[src/rtl/zorro_arbiter.sv]
// zorro_arbiter: Zorro II bus arbiter; forwards slot/coprocessor requests to the 68000 and hands
// its grant to one winner. Define ROUND_ROBIN_EN for rotating slot priority (default: fixed).

module zorro_slot_gnt (
    input  logic C7M,
    input  logic RESETn,
    input  logic sel,
    output logic gnt_n
);
    always_ff @(posedge C7M) begin
        if (!RESETn) gnt_n <= 1'b1;
        else         gnt_n <= ~sel;
    end
endmodule

module zorro_arbiter #(
    parameter int SLOTS         = 5,
    parameter int GRANT_TIMEOUT = 32
) (
    input  logic                       C7M,
    input  logic                       RESETn,
    input  logic [SLOTS:1]             BR,
    input  logic                       CBRn,
    input  logic                       BGn,
    input  logic                       OWNn,
    output logic                       BRn,
    output logic [SLOTS:1]             BG,
    output logic                       CBGn,
    output logic                       GTOn,
    output logic [$clog2(SLOTS+2)-1:0] OWNER
);
    localparam int OW = $clog2(SLOTS + 2);
    localparam int CW = $clog2(GRANT_TIMEOUT);
    localparam logic [OW-1:0] COP  = OW'(SLOTS + 1);
    localparam logic [CW-1:0] CMAX = CW'(GRANT_TIMEOUT - 1);

    typedef enum logic [1:0] {IDLE, REQ, GRANT, OWNED} state_t;

    state_t           state, state_nxt;
    logic             bgold_n, gedge, tmo, tmo_q;
    logic [CW-1:0]    cnt;
    logic [OW-1:0]    win, pick;
    logic [SLOTS+1:0] reqv;
    logic [SLOTS:1]   slot_sel;
`ifdef ROUND_ROBIN_EN
    logic [OW-1:0]    ptr;
`endif

    // Active-high request vector indexed by owner code; bit 0 (CPU) never requests.
    always_comb begin
        reqv          = '0;
        reqv[SLOTS:1] = ~BR;
        reqv[SLOTS+1] = ~CBRn;
    end

    assign gedge = ~BGn & bgold_n;

    // Scan from lowest to highest priority so the last hit is the winner.
    always_comb begin
        int idx;
        idx  = 0;
        pick = '0;
`ifdef ROUND_ROBIN_EN
        for (int k = SLOTS; k >= 1; k--) begin
            idx = int'(ptr) + k;
            if (idx > SLOTS) idx = idx - SLOTS;
            if (reqv[idx[OW-1:0]]) pick = idx[OW-1:0];
        end
`else
        for (int k = SLOTS; k >= 1; k--) begin
            idx = k;
            if (reqv[idx[OW-1:0]]) pick = idx[OW-1:0];
        end
`endif
        if (!CBRn) pick = COP;
    end

    always_comb begin
        state_nxt = state;
        tmo       = 1'b0;
        case (state)
            IDLE:  if (|reqv) state_nxt = REQ;
            REQ:   if (gedge) state_nxt = (pick != '0) ? GRANT : IDLE;
            GRANT: begin
                if (!OWNn)            state_nxt = OWNED;
                else if (!reqv[win])  state_nxt = IDLE;
                else if (cnt == CMAX) begin
                    state_nxt = IDLE;
                    tmo       = 1'b1;
                end
            end
            OWNED: if (OWNn) state_nxt = IDLE;
            default: state_nxt = IDLE;
        endcase
    end

    always_ff @(posedge C7M) begin
        if (!RESETn) begin
            state   <= IDLE;
            bgold_n <= 1'b1;
            tmo_q   <= 1'b0;
            cnt     <= '0;
            win     <= '0;
            BRn     <= 1'b1;
            CBGn    <= 1'b1;
            GTOn    <= 1'b1;
            OWNER   <= '0;
`ifdef ROUND_ROBIN_EN
            ptr     <= OW'(SLOTS);
`endif
        end else begin
            state   <= state_nxt;
            bgold_n <= BGn;
            tmo_q   <= tmo;
            if (state == REQ && state_nxt == GRANT) begin
                win <= pick;
                cnt <= '0;
`ifdef ROUND_ROBIN_EN
                if (pick != COP) ptr <= pick;
`endif
            end else if (state == GRANT && cnt != CMAX) begin
                cnt <= cnt + 1'b1;
            end
            // Outputs trail the state by one edge so every strobe is a clean register.
            BRn   <= ~(state == REQ);
            CBGn  <= ~(state == GRANT && win == COP);
            GTOn  <= ~tmo_q;
            OWNER <= (state == GRANT || state == OWNED) ? win : '0;
        end
    end

    for (genvar g = 1; g <= SLOTS; g++) begin : g_slot
        assign slot_sel[g] = (state == GRANT) && (win == OW'(g));
        zorro_slot_gnt u_gnt (
            .C7M    (C7M),
            .RESETn (RESETn),
            .sel    (slot_sel[g]),
            .gnt_n  (BG[g])
        );
    end
endmodule

[config.mk]
export PLATFORM = sky130hd
export DESIGN_NAME = zorro_arbiter
export DESIGN_NICKNAME = d
export VERILOG_FILES = /design/src/rtl/zorro_arbiter.sv
export SDC_FILE = /design/constraint.sdc
export NUM_CORES = 1
export LEC_CHECK = 0
export ABC_AREA = 1
export BUFFER_PORTS_ARGS = -buffer_cell sky130_fd_sc_hd__buf_2
export CORE_MARGIN = 3
export CORE_UTILIZATION = 52
export CTS_CLUSTER_SIZE = 10
export DETAILED_ROUTE_END_ITERATION = 10
export MAX_ROUTING_LAYER = met4
export PLACE_DENSITY = 0.76
export REMOVE_ABC_BUFFERS = 1
export SLEW_MARGIN = 5
export SYNTH_ARGS = -nofsm -noshare
export SYNTH_HDL_FRONTEND = slang
export SYNTH_HIERARCHICAL = 1
export SYNTH_SLANG_ARGS = --single-unit
export TNS_END_PERCENT = 5
[constraint.sdc]
create_clock -name C7M -period 1.8 [get_ports C7M]
set_input_delay 0.09 -clock C7M [delete_from_list [all_inputs] [get_ports C7M]]
set_output_delay 0.09 -clock C7M [all_outputs]
set_load 0.01 [all_outputs]
======== Word level (Yosys, flattened, before mapping) ========
Cells that the tools add are included.
cells by class
  add/subtract/negate cells ............... 1
  magnitude comparators ................... 1
  equality and inequality tests ........... 12
  multiplexer cells ....................... 17
  bitwise operators ....................... 13
  reduce and logical (&&, ||, !) cells .... 15
operator list
  operator                                                                count
  3-bit two-way mux                                                       6
  2-bit two-way mux                                                       7
  1-bit NOT                                                               11
  3-bit equality test (second input constant)                             3
  1-bit logical AND                                                       8
  2-bit one-hot mux with 4 select lines                                   1
  2-bit equality test (second input constant)                             3
  3-bit by 2-bit equality test with 1-bit output (second input constant)  2
  6-bit OR reduction                                                      1
  5-bit by 1-bit adder with 5-bit output (second input constant)          1
  5-bit equality test (second input constant)                             1
  5-bit != test (second input constant)                                   1
  5-bit NOT                                                               1
  3-bit by 4-bit < comparator with 1-bit output (second input constant)   1
  4-bit AND reduction                                                     1
  1-bit binary-select mux with 3-bit select                               1
  3-bit by 1-bit equality test with 1-bit output (second input constant)  1
  3-bit nonzero test                                                      1
  2-bit by 1-bit equality test with 1-bit output (second input constant)  1
  2-bit zero test                                                         1
  1-bit two-way mux                                                       2
  2-bit AND reduction                                                     1
  2-bit OR reduction                                                      1
  1-bit bitwise AND                                                       1
  1-bit logical OR                                                        1
storage, ports and cells
  flip-flop bits (word level) ............. 23
  input port bits ......................... 10
  output and inout port bits .............. 11
  logic and storage cells ................. 73

======== Depth between registers and ports, before layout ========
Gate-level depths: netlist of run 1.
  word-level depth ........................ 14
  depth in mapped cells ................... 9
  gate-level depth less buffers ........... 8

======== By module ========
The synthesis of run 1 kept the hierarchy.
modules (own cells, without submodules)
  module          times used  cells each  area each (um^2)  sequential area each (um^2)
  zorro_arbiter   1           128         897.1             360.3
  zorro_slot_gnt  5           2           23.8              20.0

======== Worst setup path before layout of run 1 ========
No wires, ideal clock.
  path kind ............................... reg2reg
  start point ............................. register cnt[0]
  end point ............................... register cnt[2]
  library setup time ...................... 118 ps
  data arrival time ....................... 1337 ps
  required time ........................... 1682 ps
  slack ................................... 345 ps
  cell stages (with the launch flop) ...... 8
  path buffers ............................ 0
  period minus slack after synthesis ...... 1455 ps
  cells stage by stage .................... dfxtp_1 > ha_1 > nand2_1 > nor2_1 > ha_1 > nor3_4 > nand3_1 > nor3b_2
between the ends
  cells in the longest elaborated chain, start to end .. 8
  elaborated cells between the ends (all ways) .. 11
  those cells by class .................... add/sub: 1; eq/ne: 3; mux: 4; reduce/logical: 3
ends and longest elaborated chain
  element                                line  text
  from (decl)                            41    logic [CW-1:0] cnt;
  from (signal assigned)                 122   cnt <= cnt + 1'b1;
  5-bit equality test                    87    else if (cnt == CMAX) begin
  2-bit two-way mux                      87
  2-bit two-way mux                      86    else if (!reqv[win]) state_nxt = IDLE;
  2-bit two-way mux                      85    if (!OWNn) state_nxt = OWNED;
  2-bit one-hot mux with 4 select lines  81    case (state)
  2-bit equality test                    115   if (state == REQ && state_nxt == GRANT) begin
  1-bit logical AND                      115
  2-bit OR reduction (no line)           -
Several ways; a longest one is shown, not always the timed one.
A chain may end at the register's enable or synchronous reset.

======== Worst setup path after layout of run 1 ========
Same ends and word-level chain as after synthesis.

==> out/qor.csv, run 1 <==
metric,value,unit
status,finished clean,
first-pass GRT wire length,3390,um
post-synthesis async set-or-reset flop share,0,
# IOs,21,
number of register bits inferred by synthesis,23,
CTS Buf Count,3,
Synth Area in XOR/XNOR,0,
mean instance size in the synthesized netlist,7.36,um2
utilization after layout,0.653,
global-route congestion overflow total,0,
area fraction of the dominant cell type after synthesis,0.453,
capturing element type of the critical path,register,
leading cell type by number of instances after synthesis,sky130_fd_sc_hd__nand2_1,
number of DRC violations after detailed-routing iteration 0,19,
type of the worst setup path,register to register,
count of TritonRoute iterations in the first routing pass,5,
primary flip-flop cell chosen by synthesis mapping,sky130_fd_sc_hd__dfxtp_1,
fraction of the mapped netlist area in compound gates,0.0788,
Clock Tree Buf Depth,2,
fraction of layout cells with a size suffix above 1,0.231,
detailed-route wire length,1980,um
gate count after technology mapping,138,
initial standard-cell utilization of the core,0.570,
Max-slew headroom,0.781,
net switching power,243,uW
final worst-path setup slack,0.222,ns
minimum clock period,1.58,ns
"Req. time, crit path",2.02,ns
switching portion of total power,0.273,
total track usage,0.184,
maximum fanout encountered on the critical timing path,9,
CP Data Arrival Time,1.79,ns
final-stage net count,173,
number of nets with antenna violations after routing,0,
"share of synthesized cell area in full adder, half adder and majority cells",0.0246,
leakage,0.000498,uW
number of antenna violations at the first check in global routing,0,
drt drc,0,
vias per inst,4.78,
count of different cell masters after synthesis,20,
largest area contributor in the synthesized netlist,sky130_fd_sc_hd__dfxtp_1,
largest family of logic cells by synthesized area,simple AND/OR/NAND/NOR gates,
Clock power frac,0.264,
count of input and output buffers,20,
via count of the first global-routing pass,830,
final worst-path cycle share,0.877,
"Warnings, synthesis",6,
number of vias in the routed layout,885,
library cell used as clock root buffer,sky130_fd_sc_hd__clkbuf_4,
Critical Path Start Type,register,
Sum Neg Setup Slack,0,ns
Wirelength per Cell,10.7,um
clock skew,0.00506,ns
area growth from synthesis to layout,14.7,%
worst hold margin,0.0889,ns
TritonCTS clock tree,built,
ratio of total power to cell area,764,mW/mm2
internal power,648,uW
area of the core,0.00178,mm2
achievable frequency,0.634,GHz
die boundary width,50.2,um
final setup violating endpoints,0,
part of the total power dissipated in sequential elements,0.606,
RSZ-0062 raised after global routing,no,
share of the yosys chip area belonging to registers,0.453,
Max Transition Viols Final,0,
worst hold path type,input port to register,
simple logic cell fraction of the synthesized area,0.368,
FP Rows,15,
later-pin clock latency in the skew report,0.31,ns
number of clock sinks seen by CTS,23,
Die Footprint,0.00252,mm2
mapped cell area,0.00102,mm2
number of synthesized flops with an enable pin,0,
vertical die dimension,50.2,um
maximum ir drop on the vdd rail,0.000371,V
placed wire-length estimate,1520,um
Max-cap violations,0,
antenna diode count,0,
biggest area contributors in the synthesized netlist,"sky130_fd_sc_hd__dfxtp_1 45%, sky130_fd_sc_hd__nand2_1 18%, sky130_fd_sc_hd__a21oi_1 5.9%",
Logic pwr share,0.130,
clock-pin slew of the registers on the worst-case setup and hold paths,0.12,ns
H-tree lvl count,1,
proportion of synthesized area in mux cells,0,
largest net degree at the start of global routing,15,
routability congestion estimate from global placement,0.855,
synth cell count leaders,"48 x sky130_fd_sc_hd__nand2_1, 23 x sky130_fd_sc_hd__dfxtp_1, 14 x sky130_fd_sc_hd__nor2_1, 12 x sky130_fd_sc_hd__a21oi_1, 12 x sky130_fd_sc_hd__inv_1",
transition time at the pin with the least slew margin,0.327,ns
final hold vios,0,
worst slack after detailed placement,0.245,ns
-- repair_timing --
| action | 4_1_cts | 5_1_grt |
|---|---|---|
| setup buffers | 0 | 0 |
| gates resized for setup | 0 | 0 |
| hold endpoints to repair | 1 | 0 |
| hold buffers | 1 | 0 |
-- state kept, by name (all words and copies together) (netlist names) --
| name | cells |
|---|---|
| cnt | 5 |
| g_slot.u_gnt/gnt_n | 5 |
| OWNER | 3 |
| win | 3 |
| state | 2 |
| BRn | 1 |
| CBGn | 1 |
| GTOn | 1 |
| bgold_n | 1 |
| tmo_q | 1 |
-- cell families after synthesis --
group,after synthesis
and+or+nand+nor,79
DFF,23
buffers and inverters,18
AOI/OAI and AO/OA,16
adders and majority gates,2
-- layer usage --
layer  vias to the layer above  global-route usage  wire, um
li1                        474                   -         -
met1                       381               0.218       968
met2                        26               0.278       869
met3                         4              0.0386        90
met4                         0               0.129        48
met5                         -                   -         0
-- stage by stage --
step | cells | total power (uW) | instance area (um2)
2_1_floorplan | 135 | 625 | 996
3_3_place_gp | 180 | 660 | 1130
3_5_place_dp | 180 | 664 | 1130
4_1_cts | 185 | 901 | 1160
5_1_grt | 185 | 944 | 1160
6_report | 185 | 890 | 1160
-- area by class of cell --
class / instances / area, um2
Clock buffer: 3 / 22.5
Clock inverter: 1 / 5.00
Fill cell: 160 / 618
Inverter: 15 / 56.3
Multi-Input combinational cell: 97 / 479
Sequential cell: 23 / 460
Tap cell: 25 / 31.3
Timing Repair Buffer: 21 / 110
-- worst max-delay path, stage by stage, from the launching register on --
cell                      delay (ns)
sky130_fd_sc_hd__dfxtp_1        0.35
sky130_fd_sc_hd__ha_1           0.22
sky130_fd_sc_hd__nand2_1        0.07
sky130_fd_sc_hd__nor2_1         0.04
sky130_fd_sc_hd__ha_1           0.22
sky130_fd_sc_hd__nor3_4         0.33
sky130_fd_sc_hd__nand3_1        0.10
sky130_fd_sc_hd__nor3b_2        0.16
-- path summary, 6_finish.rpt --
kind,from,to,slack (ns),cells past startpoint
hold reg to reg,tmo_q,GTOn,0.38,1
setup / recovery,cnt[0],cnt[2],0.22,7
hold / removal,OWNn,tmo_q,0.09,3
setup reg to reg,cnt[0],cnt[2],0.22,7
-- cells in the final DEF (no fill, tap or decap), types with 2 or more instances in the layout --
| master | instances |
|---|---|
| sky130_fd_sc_hd__a21oi_1 | 12 |
| sky130_fd_sc_hd__nand2_2 | 2 |
| sky130_fd_sc_hd__inv_2 | 3 |
| sky130_fd_sc_hd__ha_1 | 2 |
| sky130_fd_sc_hd__nand3_1 | 4 |
| sky130_fd_sc_hd__nor2_1 | 14 |
| sky130_fd_sc_hd__dfxtp_1 | 23 |
| sky130_fd_sc_hd__clkbuf_4 | 3 |
| sky130_fd_sc_hd__inv_1 | 12 |
| sky130_fd_sc_hd__nand2_4 | 2 |
| sky130_fd_sc_hd__buf_2 | 20 |
| sky130_fd_sc_hd__nand2_1 | 48 |
| sky130_fd_sc_hd__nor3b_2 | 2 |
| sky130_fd_sc_hd__nor3_1 | 2 |
| sky130_fd_sc_hd__o21ai_0 | 3 |
| sky130_fd_sc_hd__nor2_4 | 2 |
-- power groups by stage --
| stage | Clock (uW) | Combinational, uW | Sequential [uW] |
|---|---|---|---|
| finish | 235 | 116 | 539 |
| global route | 271 | 132 | 542 |
| CTS | 246 | 115 | 539 |
| detailed placement | 0 | 113 | 551 |
| global placement | 0 | 110 | 550 |
| floorplan | 0 | 75.9 | 549 |
No activity file was read; power rests on OpenSTA's default activity.
==> run 2, diff against run 1 <==
--- a/config.mk
+++ b/config.mk
@@ -11,7 +11,6 @@
 export CORE_UTILIZATION = 52
 export CTS_CLUSTER_SIZE = 10
 export DETAILED_ROUTE_END_ITERATION = 10
-export MAX_ROUTING_LAYER = met4
 export PLACE_DENSITY = 0.76
 export REMOVE_ABC_BUFFERS = 1
 export SLEW_MARGIN = 5
==> run 2 against run 1 <==
  * Non-clock buffer count unchanged
  * Final cell count unchanged
  * Combinational power about the same
  * Clock power about the same
  * Flip-flop and latch count unchanged
  * Highest routed layer unchanged
  * Global-route usage down 0.43 points
  * Routed wire length down 0.15%
  * Setup slack better by 0.0013 ns
==> out/qor.csv, run 2 (same netlist as run 1, synthesis figures left out) <==
metric,value,unit
number of inserted filler cells in the final layout,160,
area growth from synthesis to layout,14.7,%
antenna diode count,0,
count of hold-fix buffers inserted at cts,1,
drt drc,0,
RSZ-0062 raised after global routing,no,
initial standard-cell utilization of the core,0.570,
clock skew,0.00492,ns
fraction of layout cells with a size suffix above 1,0.231,
maximum fanout encountered on the critical timing path,9,
status,finished clean,
maximum ir drop on the vdd rail,0.000371,V
most repeated library cell on the critical path,sky130_fd_sc_hd__ha_1,
Wirelength per Cell,10.7,um
H-tree lvl count,1,
crit path launch,cnt[0],
largest net degree at the start of global routing,15,
Max-cap violations,0,
"Req. time, crit path",2.01,ns
transition time at the pin with the least slew margin,0.325,ns
# IOs,21,
final-stage net count,173,
FP Rows,15,
"commonest non-fill, non-tap cell in the layout",sky130_fd_sc_hd__nand2_1,
M2 GR Usage,0.278,
cell-by-cell listing of the critical path,ha_1 > nand2_1 > nor2_1 > ha_1 > nor3_4 > nand3_1 > nor3b_2,
worst hold path type,input port to register,
worst-case register-to-register setup slack,0.22,ns
biggest regs,"cnt x5, g_slot.u_gnt/gnt_n x5",
count of input and output buffers,20,
number of instances in the placed design,180,
reg2reg start,cnt[0],
number of vias in the routed layout,873,
global-route congestion overflow total,0,
routability congestion estimate from global placement,0.842,
number of DRC violations after detailed-routing iteration 0,20,
Max-slew headroom,0.783,
die boundary width,50.2,um
Die Footprint,0.00252,mm2
reg2reg path depth,7,
worst r2r dst,cnt[2],
ratio of total power to cell area,763,mW/mm2
later-pin clock latency in the skew report,0.31,ns
type of the worst setup path,register to register,
count of TritonRoute iterations in the first routing pass,4,
vertical die dimension,50.2,um
cells resized by post-CTS repair,0,
Sum Neg Setup Slack,0,ns
global routing's busiest layer,met2,
first-pass GRT wire length,3390,um
Critical Path Slowest Stage Cell,sky130_fd_sc_hd__dfxtp_1,
clock-pin slew of the registers on the worst-case setup and hold paths,0.12,ns
via count of the first global-routing pass,828,
detailed-route wire length,1970,um
CTS Buf Count,3,
Worst Min Path Start,RESETn,
number of clock sinks seen by CTS,23,
longest individual stage delay on the worst path,0.35,ns
CP Data Arrival Time,1.79,ns
Clock Tree Buf Depth,2,
placed wire-length estimate,1520,um
minimum clock period,1.58,ns
met3 Track Usage GR,0.0386,
GR Layer Usage met1,0.220,
end of the critical path,cnt[2],
final setup violating endpoints,0,
final hold vios,0,
number of nets with antenna violations after routing,0,
worst hold margin,0.0931,ns
Non-Filler Instances,185,
leakage,0.000498,uW
achievable frequency,0.634,GHz
final worst-path cycle share,0.876,
buffers inserted by post-CTS timing repair,0,
capturing element type of the critical path,register,
vias per inst,4.72,
total design power,889,uW
area of the core,0.00178,mm2
TritonCTS clock tree,built,
total track usage,0.180,
number of antenna violations at the first check in global routing,0,
Max Transition Viols Final,0,
library cell used as clock root buffer,sky130_fd_sc_hd__clkbuf_4,
"commonest cells after routing, fill and taps aside","48 x sky130_fd_sc_hd__nand2_1, 23 x sky130_fd_sc_hd__dfxtp_1, 20 x sky130_fd_sc_hd__buf_2, 14 x sky130_fd_sc_hd__nor2_1",
Critical Path Start Type,register,
utilization after layout,0.653,
## run 2: cell counts in the layout (fill, tap and decap cells not counted)
No cell type changed its count.
## run 2: final cells by class
class / instances / area [um2] / area share
multi-input combinational: 97 / 479 / 0.411
sequential: 23 / 460 / 0.395
timing repair buffer: 21 / 110 / 0.0945
inverter: 15 / 56.3 / 0.0483
tap: 25 / 31.3 / 0.0269
clock buffer: 3 / 22.5 / 0.0193
clock inverter: 1 / 5.00 / 0.00430
## run 2: report_power, final
group          switching (uW)  internal, uW  leakage, uW
registers                16.2           523     0.000187
logic                    74.7          41.2     0.000293
clock network             151          83.0    0.0000177
## run 2: worst min path at each step
stage	end	slack [ns]	cells after the start
CTS	tmo_q	0.07	3
global placement	bgold_n	0.27	3
detailed placement	bgold_n	0.30	3
global route	tmo_q	0.07	3
finish	g_slot[5].u_gnt/gnt_n	0.09	2
floorplan	g_slot[5].u_gnt/gnt_n	0.16	1
## run 2: metrics by stage
step	cell area, um2	setup WS [ns]
2_1_floorplan	996	0.345
3_3_place_gp	1130	0.285
3_5_place_dp	1130	0.245
4_1_cts	1160	0.218
5_1_grt	1160	0.100
6_report	1160	0.223
## run 2: metal layers
metal / wire length (um) / share of wire / vias to the layer above
met1: 981 / 0.50 / 378
met4: 48 / 0.024 / 0
li1: - / - / 471
met5: 0 / 0 / -
met3: 83 / 0.042 / 4
met2: 860 / 0.44 / 20
## run 2: worst max-delay path, delay by kind of cell, from the launching register on
family	cells	cell delay [ns]
flops	1	0.35
fa+ha+maj	2	0.44
simple gates	5	0.69
==> run 3, diff against run 2 <==
--- a/config.mk
+++ b/config.mk
@@ -5,11 +5,9 @@
 export SDC_FILE = /design/constraint.sdc
 export NUM_CORES = 1
 export LEC_CHECK = 0
-export ABC_AREA = 1
 export BUFFER_PORTS_ARGS = -buffer_cell sky130_fd_sc_hd__buf_2
 export CORE_MARGIN = 3
-export CORE_UTILIZATION = 52
-export CTS_CLUSTER_SIZE = 10
+export CORE_UTILIZATION = 51
 export DETAILED_ROUTE_END_ITERATION = 10
 export PLACE_DENSITY = 0.76
 export REMOVE_ABC_BUFFERS = 1
==> run 3 against run 2 <==
  * Flip-flop and latch count unchanged
  * Setup slack worse by 0.16 ns
  * Sequential power fell by 0.7%
  * Routed wire length fell by 2.5%
  * Global-route usage shrank 2.1 points
  * Critical path type unchanged
  * Largest power group unchanged
  * Highest routed layer unchanged
==> out/qor.csv, run 3 <==
metric,value,unit
status,finished clean,
Logic pwr share,0.087,
gate count after technology mapping,98,
global-route congestion overflow total,0,
count of TritonRoute iterations in the first routing pass,4,
mean instance size in the synthesized netlist,9.59,um2
maximum fanout encountered on the critical timing path,6,
part of the total power dissipated in sequential elements,0.640,
biggest area contributors in the synthesized netlist,"sky130_fd_sc_hd__dfxtp_1 49%, sky130_fd_sc_hd__nand2_1 4.0%, sky130_fd_sc_hd__nor2_1 3.6%",
largest net degree at the start of global routing,18,
Die Footprint,0.00239,mm2
number of vias in the routed layout,774,
final worst-path setup slack,0.0629,ns
"commonest cells after routing, fill and taps aside","22 x sky130_fd_sc_hd__dfxtp_1, 20 x sky130_fd_sc_hd__buf_2, 10 x sky130_fd_sc_hd__nand2_1, 9 x sky130_fd_sc_hd__nor2_1, 4 x sky130_fd_sc_hd__inv_1",
mapped cell area,940,um2
Max-slew headroom,0.768,
longest individual stage delay on the worst path,0.35,ns
primary flip-flop cell chosen by synthesis mapping,sky130_fd_sc_hd__dfxtp_1,
worst hold margin,0.0261,ns
Critical Path Slowest Stage Cell,sky130_fd_sc_hd__dfxtp_2,
share of the yosys chip area belonging to registers,0.490,
FP Rows,14,
"commonest non-fill, non-tap cell in the layout",sky130_fd_sc_hd__dfxtp_1,
total track usage,0.159,
Clock Tree Buf Depth,2,
later-pin clock latency in the skew report,0.30,ns
die boundary width,48.9,um
first-pass GRT wire length,2930,um
capturing element type of the critical path,register,
final hold vios,0,
CP Data Arrival Time,1.95,ns
detailed-route wire length,1930,um
clock skew,0.00374,ns
cell-by-cell listing of the critical path,ha_1 > and3_4 > ha_4 > nor3b_4 > buf_4 > mux2i_1 > nor2_1,
area of the core,0.00161,mm2
final worst-path cycle share,0.965,
ratio of total power to cell area,750,mW/mm2
Reg area,462,um2
largest area contributor in the synthesized netlist,sky130_fd_sc_hd__dfxtp_1,
library cell used as clock root buffer,sky130_fd_sc_hd__clkbuf_4,
area fraction of the dominant cell type after synthesis,0.490,
number of nets with antenna violations after routing,0,
Sum Neg Setup Slack,0,ns
Critical Path Start Type,register,
worst slack after detailed placement,0.0657,ns
leading cell type by number of instances after synthesis,sky130_fd_sc_hd__dfxtp_1,
CTS Buf Count,3,
Wirelength per Cell,13.3,um
# IOs,21,
area growth from synthesis to layout,18.8,%
count of input and output buffers,20,
Max-cap violations,0,
final-stage net count,134,
synth cell count leaders,"23 x sky130_fd_sc_hd__dfxtp_1, 10 x sky130_fd_sc_hd__nand2_1, 9 x sky130_fd_sc_hd__nor2_1, 4 x sky130_fd_sc_hd__and3_1, 4 x sky130_fd_sc_hd__inv_1",
Max Transition Viols Final,0,
"Warnings, synthesis",6,
clock-pin slew of the registers on the worst-case setup and hold paths,0.12,ns
maximum ir drop on the vdd rail,0.000486,V
routability congestion estimate from global placement,0.773,
vias per inst,5.34,
drt drc,0,
antenna diode count,0,
number of antenna violations at the first check in global routing,0,
combined area of the multi-input logic cells,458,um2
internal power,638,uW
placed instance area,0.00105,mm2
fraction of layout cells with a size suffix above 1,0.264,
count of different cell masters after synthesis,37,
number of synthesized flops with an enable pin,0,
H-tree lvl count,1,
worst hold path type,input port to register,
achievable frequency,0.576,GHz
type of the worst setup path,register to register,
placed wire-length estimate,1330,um
via count of the first global-routing pass,690,
number of inserted filler cells in the final layout,140,
"Req. time, crit path",2.01,ns
transition time at the pin with the least slew margin,0.347,ns
final setup violating endpoints,0,
number of clock sinks seen by CTS,23,
net switching power,199,uW
TritonCTS clock tree,built,
minimum clock period,1.74,ns
switching portion of total power,0.237,
number of DRC violations after detailed-routing iteration 0,14,
initial standard-cell utilization of the core,0.583,
post-synthesis async set-or-reset flop share,0,
summed area of non-filler cells in the final layout,0.00112,mm2
vertical die dimension,48.9,um
leakage,0.000436,uW
number of register bits inferred by synthesis,23,
biggest regs,"cnt x5, g_slot.u_gnt/gnt_n x5",
Clock power frac,0.273,
==> run 3: changes by cell type in the layout (fill, tap and decap cells not counted), sizes merged, moves of 3 or more <==
cell	change
a21oi	-11
and3	+4
inv	-11
mux2i	+3
nand2	-42
nand2b	+3
nor2	-8
==> run 3: logic make-up (layout without fill, tap and decap cells) <==
| logic type | after synthesis | in the layout | synth area share |
|---|---|---|---|
| AOI/OAI and AO/OA | 16 | 16 | 0.128 |
| DFF | 23 | 23 | 0.490 |
| buffers and inverters | 8 | 31 | 0.0413 |
| muxes | 3 | 3 | 0.0320 |
| and+or+nand+nor | 43 | 43 | 0.254 |
| xor gates and xnor gates | 3 | 3 | 0.0280 |
| adders and majority gates | 2 | 2 | 0.0266 |
==> run 3: repair_timing <==
action | CTS | global route
gates resized for setup | 0 | 4
setup endpoints to repair | 0 | 3
endpoints found under the hold margin | 1 | 0
hold buffers | 1 | 0
buffers inserted | 0 | 2
==> run 3: power groups by stage <==
stage | clock, uW | combinational [uW] | sequential [uW]
2_1_floorplan | 0 | 39.6 | 543
3_3_place_gp | 0 | 67.1 | 545
3_5_place_dp | 0 | 68.6 | 546
4_1_cts | 240 | 70.9 | 535
5_1_grt | 262 | 80.4 | 537
6_report | 228 | 73.1 | 536
==> run 3: final timing paths <==
path | from | end | cells past startpoint | slack, ns
max | cnt[0] | cnt[4] | 7 | 0.06
min | CBRn | win[2] | 2 | 0.03
max reg2reg | cnt[0] | cnt[4] | 7 | 0.06
min reg2reg | tmo_q | GTOn | 1 | 0.37
==> run 3: stage by stage <==
step	std cells	total power (uW)	utilization
after CTS	143	845	0.672
after floorplan	94	582	-
after detailed placement	138	615	0.649
after global placement	138	613	0.649
after global routing	145	879	0.693
final	145	837	0.693
==> run 3: area by class of cell <==
cell class	count	area share
sequential	23	0.414
multi-input combinational	67	0.410
timing repair buffer	23	0.112
clock buffer	4	0.0235
inverter	4	0.0135
tap	24	0.0269
==> run 3: routing by layer <==
metal / vias up / track usage / wire, um
li1: 393 / - / -
met1: 343 / 0.178 / 843
met2: 33 / 0.281 / 916
met3: 5 / 0.0306 / 131
met4: 0 / 0.0853 / 33
met5: - / 0 / 0
==> run 3: critical path: cells and delay by family (launching register included) <==
kind | cells | cell delay [ns]
simple gates | 3 | 0.58
fa+ha+maj | 2 | 0.37
flops | 1 | 0.35
buf+inv | 1 | 0.18
mux | 1 | 0.17
